### config.mk
export PLATFORM = sky130hd
export DESIGN_NAME = dcache_mem_bridge
export DESIGN_NICKNAME = d
export VERILOG_FILES = /design/src/rtl/dcache_mem_bridge_pkg.sv /design/src/rtl/dcache_mem_req_latch.sv /design/src/rtl/dcache_mem_bridge.sv
export SDC_FILE = /design/constraint.sdc
export NUM_CORES = 1
export LEC_CHECK = 0
export ABC_AREA = 1
export CAP_MARGIN = 10
export CORE_UTILIZATION = 35
export DETAILED_ROUTE_END_ITERATION = 12
export HOLD_SLACK_MARGIN = 0.12
export PLACE_DENSITY = 0.69
export SYNTH_ARGS = -nofsm -noshare
export SYNTH_HDL_FRONTEND = slang
export SYNTH_SLANG_ARGS = --single-unit
### constraint.sdc
create_clock -name clk -period 2.4 [get_ports clk]
set_clock_uncertainty 0.15 [all_clocks]
set_input_delay 0.36 -clock clk [delete_from_list [all_inputs] [get_ports clk]]
set_output_delay 0.36 -clock clk [all_outputs]
set_load 0.01 [all_outputs]
### src/rtl/dcache_mem_bridge_pkg.sv
// Shared definitions for the uncached dcache memory bridge.
//   bridge_state_t : serialisation FSM states (IDLE, P0_REQ, P0_WAIT, P1_REQ, P1_WAIT, RESP)
//   OP_READ/OP_WRITE : op encodings (op[1] is don't-care); op[2]=1 is a cacop
package dcache_mem_bridge_pkg;

    typedef enum logic [2:0] {
        IDLE,
        P0_REQ,
        P0_WAIT,
        P1_REQ,
        P1_WAIT,
        RESP
    } bridge_state_t;

    localparam logic [2:0] OP_READ  = 3'b000;
    localparam logic [2:0] OP_WRITE = 3'b001;

    // Cache-maintenance ops are any encoding with op[2] set.
    function automatic logic is_cacop(input logic [2:0] op);
        return op[2];
    endfunction

    function automatic logic op_is_read(input logic [2:0] op);
        return (op & 3'b101) == OP_READ;
    endfunction

    function automatic logic op_is_write(input logic [2:0] op);
        return (op & 3'b101) == OP_WRITE;
    endfunction

endpackage

### src/rtl/dcache_mem_req_latch.sv
// mem_req_latch: holds the fields of an accepted p0/p1 request pair and
// steers the active port onto the memory request bus.
//   clk, reset        : clock, synchronous active-high reset (clears all fields)
//   load              : capture all request inputs this cycle
//   sel_p1            : 0 = present p0 fields, 1 = present p1 fields
//   we, tag, index, pX_offset, pX_size, pX_wstrb, pX_wdata : request inputs
//   mem_we, mem_addr, mem_size, mem_wstrb, mem_wdata       : memory bus fields
module mem_req_latch
    import dcache_mem_bridge_pkg::*;
#(
    parameter int TAG_W = 20,
    parameter int IDX_W = 8,
    parameter int OFF_W = 4
) (
    input  logic             clk,
    input  logic             reset,
    input  logic             load,
    input  logic             sel_p1,
    input  logic             we,
    input  logic [TAG_W-1:0] tag,
    input  logic [IDX_W-1:0] index,
    input  logic [OFF_W-1:0] p0_offset,
    input  logic [OFF_W-1:0] p1_offset,
    input  logic [1:0]       p0_size,
    input  logic [1:0]       p1_size,
    input  logic [3:0]       p0_wstrb,
    input  logic [3:0]       p1_wstrb,
    input  logic [31:0]      p0_wdata,
    input  logic [31:0]      p1_wdata,
    output logic             mem_we,
    output logic [31:0]      mem_addr,
    output logic [1:0]       mem_size,
    output logic [3:0]       mem_wstrb,
    output logic [31:0]      mem_wdata
);

    logic             r_we;
    logic [TAG_W-1:0] r_tag;
    logic [IDX_W-1:0] r_index;
    logic [OFF_W-1:0] r_p0_offset, r_p1_offset;
    logic [1:0]       r_p0_size, r_p1_size;
    logic [3:0]       r_p0_wstrb, r_p1_wstrb;
    logic [31:0]      r_p0_wdata, r_p1_wdata;

    always_ff @(posedge clk) begin
        if (reset) begin
            r_we        <= 1'b0;
            r_tag       <= '0;
            r_index     <= '0;
            r_p0_offset <= '0;
            r_p1_offset <= '0;
            r_p0_size   <= '0;
            r_p1_size   <= '0;
            r_p0_wstrb  <= '0;
            r_p1_wstrb  <= '0;
            r_p0_wdata  <= '0;
            r_p1_wdata  <= '0;
        end else if (load) begin
            r_we        <= we;
            r_tag       <= tag;
            r_index     <= index;
            r_p0_offset <= p0_offset;
            r_p1_offset <= p1_offset;
            r_p0_size   <= p0_size;
            r_p1_size   <= p1_size;
            r_p0_wstrb  <= p0_wstrb;
            r_p1_wstrb  <= p1_wstrb;
            r_p0_wdata  <= p0_wdata;
            r_p1_wdata  <= p1_wdata;
        end
    end

    // Fields come straight from registers, so they cannot move while a
    // request is held waiting for mem_addr_ok.
    assign mem_we    = r_we;
    assign mem_addr  = {r_tag, r_index, sel_p1 ? r_p1_offset : r_p0_offset};
    assign mem_size  = sel_p1 ? r_p1_size  : r_p0_size;
    assign mem_wstrb = sel_p1 ? r_p1_wstrb : r_p0_wstrb;
    assign mem_wdata = sel_p1 ? r_p1_wdata : r_p0_wdata;

endmodule

### src/rtl/dcache_mem_bridge.sv
// dcache_mem_bridge: uncached responder for the dual-port dcache request
// interface. An accepted p0(+p1) pair is issued as one or two single-beat
// memory transactions; both read words return with a single data_ok pulse.
// Cacops are acknowledged without touching memory.
//   clk, reset                 : clock, synchronous active-high reset
//   p0_valid, p1_valid, op, tag, index, pX_* , uncached : request side
//   addr_ok, data_ok, p0_rdata, p1_rdata                 : response side
//   mem_req, mem_we, mem_addr, mem_size, mem_wstrb, mem_wdata : memory request
//   mem_addr_ok, mem_data_ok, mem_rdata                  : memory response
module dcache_mem_bridge
    import dcache_mem_bridge_pkg::*;
#(
    parameter int TAG_W = 20,
    parameter int IDX_W = 8,
    parameter int OFF_W = 4
) (
    input  logic             clk,
    input  logic             reset,
    input  logic             p0_valid,
    input  logic             p1_valid,
    input  logic [2:0]       op,
    input  logic [TAG_W-1:0] tag,
    input  logic [IDX_W-1:0] index,
    input  logic [OFF_W-1:0] p0_offset,
    input  logic [OFF_W-1:0] p1_offset,
    input  logic [3:0]       p0_wstrb,
    input  logic [3:0]       p1_wstrb,
    input  logic [31:0]      p0_wdata,
    input  logic [31:0]      p1_wdata,
    input  logic [1:0]       p0_size,
    input  logic [1:0]       p1_size,
    input  logic             uncached,
    output logic             addr_ok,
    output logic             data_ok,
    output logic [31:0]      p0_rdata,
    output logic [31:0]      p1_rdata,
    output logic             mem_req,
    output logic             mem_we,
    output logic [31:0]      mem_addr,
    output logic [1:0]       mem_size,
    output logic [3:0]       mem_wstrb,
    output logic [31:0]      mem_wdata,
    input  logic             mem_addr_ok,
    input  logic             mem_data_ok,
    input  logic [31:0]      mem_rdata
);

    bridge_state_t state;
    logic          has_p1;
    logic          rd_op;
    logic          accept;
    logic          unused_uncached;

    // Every access is treated as uncached.
    assign unused_uncached = uncached;

    assign addr_ok = (state == IDLE);
    assign accept  = addr_ok && p0_valid;
    assign data_ok = (state == RESP);
    assign mem_req = (state == P0_REQ) || (state == P1_REQ);

    always_ff @(posedge clk) begin
        if (reset) begin
            state    <= IDLE;
            has_p1   <= 1'b0;
            rd_op    <= 1'b0;
            p0_rdata <= '0;
            p1_rdata <= '0;
        end else begin
            unique case (state)
                IDLE: begin
                    if (p0_valid) begin
                        has_p1   <= p1_valid && !is_cacop(op);
                        rd_op    <= op_is_read(op);
                        // Clearing here makes cacops and p0-only requests return 0.
                        p0_rdata <= '0;
                        p1_rdata <= '0;
                        state    <= is_cacop(op) ? RESP : P0_REQ;
                    end
                end
                P0_REQ: begin
                    if (mem_addr_ok) state <= P0_WAIT;
                end
                P0_WAIT: begin
                    if (mem_data_ok) begin
                        p0_rdata <= rd_op ? mem_rdata : '0;
                        state    <= has_p1 ? P1_REQ : RESP;
                    end
                end
                P1_REQ: begin
                    if (mem_addr_ok) state <= P1_WAIT;
                end
                P1_WAIT: begin
                    if (mem_data_ok) begin
                        p1_rdata <= rd_op ? mem_rdata : '0;
                        state    <= RESP;
                    end
                end
                RESP: begin
                    state <= IDLE;
                end
                default: begin
                    state <= IDLE;
                end
            endcase
        end
    end

    mem_req_latch #(
        .TAG_W (TAG_W),
        .IDX_W (IDX_W),
        .OFF_W (OFF_W)
    ) u_req_latch (
        .clk       (clk),
        .reset     (reset),
        .load      (accept),
        .sel_p1    ((state == P1_REQ) || (state == P1_WAIT)),
        .we        (op[0]),
        .tag       (tag),
        .index     (index),
        .p0_offset (p0_offset),
        .p1_offset (p1_offset),
        .p0_size   (p0_size),
        .p1_size   (p1_size),
        .p0_wstrb  (p0_wstrb),
        .p1_wstrb  (p1_wstrb),
        .p0_wdata  (p0_wdata),
        .p1_wdata  (p1_wdata),
        .mem_we    (mem_we),
        .mem_addr  (mem_addr),
        .mem_size  (mem_size),
        .mem_wstrb (mem_wstrb),
        .mem_wdata (mem_wdata)
    );

endmodule

==> results of run 1 <==
[layout by cell type, fill, tap and decap left out, types with 6 or more instances in the layout]
| master | count |
|---|---|
| nor3_1 | 65 |
| clkbuf_2 | 12 |
| inv_2 | 6 |
| buf_4 | 19 |
| clkbuf_16 | 17 |
| o21ai_0 | 81 |
| buf_12 | 9 |
| nor2_1 | 136 |
| inv_1 | 82 |
| dlygate4sd2_1 | 24 |
| dfxtp_1 | 181 |
| nand3_1 | 6 |
| clkdlybuf4s50_1 | 246 |
| a21oi_1 | 117 |
| nand2_1 | 196 |
| o21ai_1 | 68 |
[Yosys cell counts, types with 6 or more instances]
cell type  count  area (um2)
o21ai_1       68         340
buf_4         10        75.1
nand2_1      197         739
nand3_1        6        30.0
nor3_1        65         325
nor2_1       136         510
inv_1         84         315
buf_2         28         140
a21oi_1      117         586
dfxtp_1      182        3640
clkbuf_1      37         139
o21ai_0       82         410
[through the flow]
stage | util [%] | hold WS [ns] | setup TNS, ns | setup slack [ns]
2_1_floorplan | - | 0.275 | 0 | 0.579
3_3_place_gp | 51.6 | 0.283 | 0 | 0.0666
3_5_place_dp | 51.6 | 0.291 | 0 | 0.0562
4_1_cts | 54.1 | 0.301 | -0.304 | -0.157
5_1_grt | 54.0 | 0.321 | 0 | 0.000284
6_report | 54.0 | 0.297 | 0 | 0.0762
[power by group through the flow]
stage | sequential [W] | clock (W) | combinational [W]
finish | 0.00446 | 0.00270 | 0.00541
global route | 0.00457 | 0.00288 | 0.00597
CTS | 0.00445 | 0.00278 | 0.00548
detailed placement | 0.00449 | 0 | 0.00561
global placement | 0.00447 | 0 | 0.00557
floorplan | 0.00470 | 0 | 0.00264
[layout make-up]
| class | count | area share [%] |
|---|---|---|
| Clock buffer | 18 | 3.89 |
| Clock inverter | 13 | 1.19 |
| Inverter | 88 | 3.00 |
| Multi-Input combinational cell | 678 | 27.5 |
| Sequential cell | 182 | 33.1 |
| Tap cell | 270 | 3.06 |
| Timing Repair Buffer | 317 | 28.3 |
[critical path, cell delays in order (launching register included)]
cell and delay, ns:
dfxtp_4 0.37, o21ai_1 0.16, nand2_2 0.09, buf_12 0.17, buf_12 0.16, o21ai_0 0.14
dlygate4sd2_1 0.31
[kinds of logic (layout without fill, tap and decap cells)]
group,Yosys count,count (layout),synth area share [%]
simple gates,407,407,22.3
compound gates,271,271,18.8
flops,182,182,49.5
buf+inv,166,436,9.45
[sequential cells by signal, summed over array words and instances (netlist names)]
signal	cells
u_req_latch.r_p1_wstrb	4
u_req_latch.r_p0_size	2
u_req_latch.r_index	8
u_req_latch.mem_we	1
rd_op	1
u_req_latch.r_p1_wdata	32
has_p1	1
u_req_latch.r_p0_offset	4
u_req_latch.r_tag	20
p0_rdata	32
u_req_latch.r_p0_wstrb	4
state	3
p1_rdata	32
u_req_latch.r_p1_size	2
u_req_latch.r_p0_wdata	32
u_req_latch.r_p1_offset	4
[worst max path at each step]
stage,startpoint,to,slack (ns),cells after the start
final,state[0],mem_wdata[23],0.08,6
after global routing,state[0],mem_addr[1],0.0003,6
after CTS,state[0],mem_addr[0],-0.16,6
after detailed placement,state[0],mem_addr[0],0.06,7
after global placement,state[0],mem_addr[0],0.07,7
after floorplan,state[1],mem_wdata[13],0.58,7
[per-layer routing]
metal / GRT usage [%] / vias to the layer above / wire length [um]
li1: - / 3816 / -
met1: 25.6 / 3399 / 9800
met2: 35.2 / 239 / 10800
met3: 7.39 / 14 / 2290
met4: 5.57 / 2 / 226
met5: 0 / - / 11
[repair_timing]
item                                    4_1_cts  5_1_grt
endpoints found under the setup margin       42       27
setup buffers                                 0        0
gates resized for setup                      43       41
==> results.md, run 1 <==
- Internal power: 0.00780 W
- Worst Setup End Kind: primary output
- Post-layout min period: 2.32 ns
- # clock sinks: 182
- Antenna cell count: 0
- Tightest Pin Transition: 0.646 ns
- Worst-Skew Late Latency: 0.42 ns
- Drt initial violations: 305
- Sw power: 0.00476 W
- First-pass GRT wire length: 36400 um
- Crit path max fanout: 27
- Fill count: 1975
- Critical path arrival: 1.81 ns
- Hold_sp: u_req_latch.r_p1_wdata[28]
- Comb pwr share: 43.1%
- Sequential cell area fraction in the yosys report: 49.5%
- Fin crit share: 96.8%
- Largest net degree at the start of global routing: 76
- Max clock buf depth: 2
- CTS tree: yes
- Peak Freq: 0.430 GHz
- Final slew viol count: 0
- Remaining global-route overflow: 0
- Htree depth: 4
- Post-synth EDFFs: 0
- Run status: complete, no violations
- DRC Markers: 0
- Synth Flop Type: dfxtp_1
- Via density: 4.77
- Maximum vdd drop: 0.585 mV
- Num CTS Buffers: 17
- Final non-filler cell total: 1566
- Yosys warnings: 0
- Wirelength per Cell: 14.8 um
- Clk pwr share: 21.5%
- Synth cell types: 21
- Leakage: 4.49 nW
- WL final: 23100 um
- GP Congestion: 0.813
- #FFs+latches synth: 182
- Rows: 52
- Register share of total power: 35.5%
- First-pass DRT Iterations: 5
- Cells after synthesis: 1026
- Final nets: 1438
- Unrepaired setup endpoints after global routing: no
- Max-slew headroom: 56.9%
- # Max-Cap Violations: 0
- Sw Ratio: 37.9%
- Starting Density: 36.0%
- IO buf count: 289
- Pwr dens: 1140 nW/um2
- HPWL Detailed: 15400 um
- Reg2reg end: p1_rdata[3]
- Post-route ant nets: 0
- Mapped Area: 7360 um2
- Footprint of the multi-input gates: 3030 um2
- Endpoints failing hold: 0
- Worst R2R Path Depth: 7
- Hold_buf cts: 0
- Ys async rst share: 0%
- Cell Area, Placed: 10500 um2
- Critical Path Start Type: flip-flop
- Required time of the critical path: 1.89 ns
- IO Count: 292
- Area delta synth->final: 49.8%
- Critical Setup Path Class: flip-flop to primary output
- DIE AREA: 21600 um2
- Hold WC Path Type: flip-flop to flip-flop
- Clock transition at path regs: 0.07 ns
- Final setup fails: 0
- Vias after detailed routing: 7470
- Min-Delay Endpoint: u_req_latch.r_p1_wdata[28]
- Root Driver: clkbuf_16
- GRT Total Usage: 21.0%
- Post-synth net total: 1180
- Post-Place Cells: 1535
- Core ar.: 20400 um2
- Die Height: 147 um
- Hold Path Cell Cnt: 2
- Antenna violations before repair: 2
- Layout cells sized above 1: 6.64%
- Avg Synthesized Cell Area: 7.17 um2
- Total power: 0.0126 W
- Setup slack, reg-to-reg: 0.53 ns
- R2R Path Start: state[1]
- Register area: 3650 um2
- Die Width: 147 um
- Vias in the first global route: 6983
- Final instance area: 11000 um2
No activity file was read; power rests on OpenSTA's default activity.
==> run 2, diff against run 1 <==
--- a/config.mk
+++ b/config.mk
@@ -11,6 +11,7 @@
 export DETAILED_ROUTE_END_ITERATION = 12
 export HOLD_SLACK_MARGIN = 0.12
 export PLACE_DENSITY = 0.69
+export RECOVER_POWER = 100
 export SYNTH_ARGS = -nofsm -noshare
 export SYNTH_HDL_FRONTEND = slang
 export SYNTH_SLANG_ARGS = --single-unit
==> results.md, run 2 (same netlist as run 1, synthesis figures left out) <==
- Sw power: 0.00469 W
- Setup TNS: 0 ns
- Most frequent cells in the layout: nand2_1, dfxtp_1, clkdlybuf4s50_1, nor2_1, a21oi_1
- Leakage: 4.69 nW
- Worst-Skew Late Latency: 0.42 ns
- Maximum vdd drop: 0.554 mV
- Commonest non-fill, non-tap cell in the layout: nand2_1
- Max clock buf depth: 2
- Run status: complete, no violations
- Top Layer Used: met5
- Post-layout min period: 2.32 ns
- Register area: 3650 um2
- Post-CTS Resized: 43
- Post-Place Cells: 1535
- Final setup fails: 0
- Met3 routed wirelength: 2260 um
- Endpoints failing hold: 0
- Num CTS Buffers: 17
- Vias after detailed routing: 7481
- Total power: 0.0122 W
- Postcts setup bufs: 0
- Buf/Inv on CP: 3
- Wirelength per Cell: 14.8 um
- Max stage delay cell, worst path: dfxtp_4
- IO Count: 292
- Hold WC Path Type: flip-flop to flip-flop
- Final non-filler cell total: 1566
- Crit-path most repeated cell: buf_12
- Rows: 52
- IO buf count: 289
- Die Width: 147 um
- Clock transition at path regs: 0.07 ns
- Via density: 4.78
- Worst Setup End Kind: primary output
- Critical Setup Path Class: flip-flop to primary output
- Met2 wire length: 10700 um
- Worst setup margin: 0.0813 ns
- WL final: 23100 um
- Max-slew headroom: 49.5%
- DRC Markers: 0
- Register share of total power: 36.3%
- DIE AREA: 21600 um2
- Post-place setup slack: 0.0562 ns
- Critical Path Start Type: flip-flop
- Core ar.: 20400 um2
- Layout cells sized above 1: 5.40%
- Unrepaired setup endpoints after global routing: no
- Clk pwr share: 22.1%
- Die Height: 147 um
- Htree depth: 4
- Vias in the first global route: 6983
- First-pass GRT wire length: 36400 um
- Tightest Pin Transition: 0.758 ns
- Final slew viol count: 0
- Remaining global-route overflow: 0
- HPWL Detailed: 15400 um
- Comb pwr share: 41.6%
- Antenna cell count: 0
- Internal power: 0.00750 W
- Pwr dens: 1110 nW/um2
- Peak Freq: 0.431 GHz
- Crit path cell chain: o21ai_1 > nand2_2 > buf_12 > buf_12 > o21ai_0 > dlygate4sd2_1
- Area delta synth->final: 48.8%
- Starting Density: 36.0%
- GP Congestion: 0.813
- Fill count: 1991
- Drt initial violations: 295
- CP top delay family: buffers and inverters
- Sw Ratio: 38.5%
- # Max-Cap Violations: 0
- Metal-1 WL: 9860 um
- Root Driver: clkbuf_16
- Final nets: 1438
- Largest net degree at the start of global routing: 76
- Required time of the critical path: 1.89 ns
- Antenna violations before repair: 2
- # clock sinks: 182
- Crit path max fanout: 27
- Crit-path max cell delay: 0.37 ns
- First-pass DRT Iterations: 6
- Footprint of the multi-input gates: 3010 um2
- CTS tree: yes
- GRT Total Usage: 21.0%
- Post-route ant nets: 0
- Fin crit share: 96.6%
- Hold_buf cts: 0
- Critical path arrival: 1.81 ns
- Util after Layout: 53.6%
## run 2: changes by cell type in the layout (fill, tap and decap cells not counted), sizes merged
cell and change:
dlygate4sd2 +1, dlymetal6s4s +1, clkdlybuf4s15 -1, clkdlybuf4s50 -95
clkbuf +7, dlymetal6s2s -1, buf -7, dlygate4sd3 +95
## run 2: layout make-up
cell class	count	area share, %
tap	270	3.08
clock inverter	13	1.20
clock buffer	18	3.92
inverter	88	3.02
timing repair buffer	317	28.0
sequential	182	33.3
multi-input combinational	678	27.5
## run 2: power by group through the flow
stage | Sequential [W] | Clock [W] | Combinational [W]
after global placement | 0.00447 | 0 | 0.00557
after detailed placement | 0.00449 | 0 | 0.00561
after global routing | 0.00454 | 0.00288 | 0.00564
after floorplan | 0.00470 | 0 | 0.00264
after CTS | 0.00445 | 0.00278 | 0.00548
final | 0.00442 | 0.00269 | 0.00508
## run 2: path summary, 6_finish.rpt
kind                            cells past startpoint  slack [ns]                       start                          to
worst min register to register                      2        0.30  u_req_latch.r_p1_wdata[28]  u_req_latch.r_p1_wdata[28]
worst min-delay path                                2        0.30  u_req_latch.r_p1_wdata[28]  u_req_latch.r_p1_wdata[28]
worst max-delay path                                6        0.08                    state[0]               mem_wdata[23]
worst max register to register                      7        0.23                    state[1]                 p1_rdata[3]
## run 2: layer usage
metal	up-vias	GRT usage, %
li1	3813	-
met1	3410	25.6
met2	240	35.2
met3	16	7.39
met4	2	5.57
met5	-	0
## run 2: worst register-to-register path: cells and delay by family (launching register included)
family / cells / cell delay (ns)
buf+inv: 2 / 0.73
compound gates: 2 / 0.46
simple gates: 3 / 0.42
flops: 1 / 0.34
## run 2: through the flow
| step | hold WS, ns | cell area, um2 |
|---|---|---|
| after floorplan | 0.275 | 7360 |
| after global placement | 0.283 | 10500 |
| after detailed placement | 0.291 | 10500 |
| after CTS | 0.301 | 11100 |
| after global routing | 0.321 | 11000 |
| final | 0.296 | 11000 |
==> run 3, diff against run 2 <==
--- a/config.mk
+++ b/config.mk
@@ -9,6 +9,7 @@
 export CAP_MARGIN = 10
 export CORE_UTILIZATION = 35
 export DETAILED_ROUTE_END_ITERATION = 12
+export GPL_ROUTABILITY_DRIVEN = 0
 export HOLD_SLACK_MARGIN = 0.12
 export PLACE_DENSITY = 0.69
 export RECOVER_POWER = 100
==> results of run 3 <==
Final layout, timing and power as in run 2 (identical DEF).
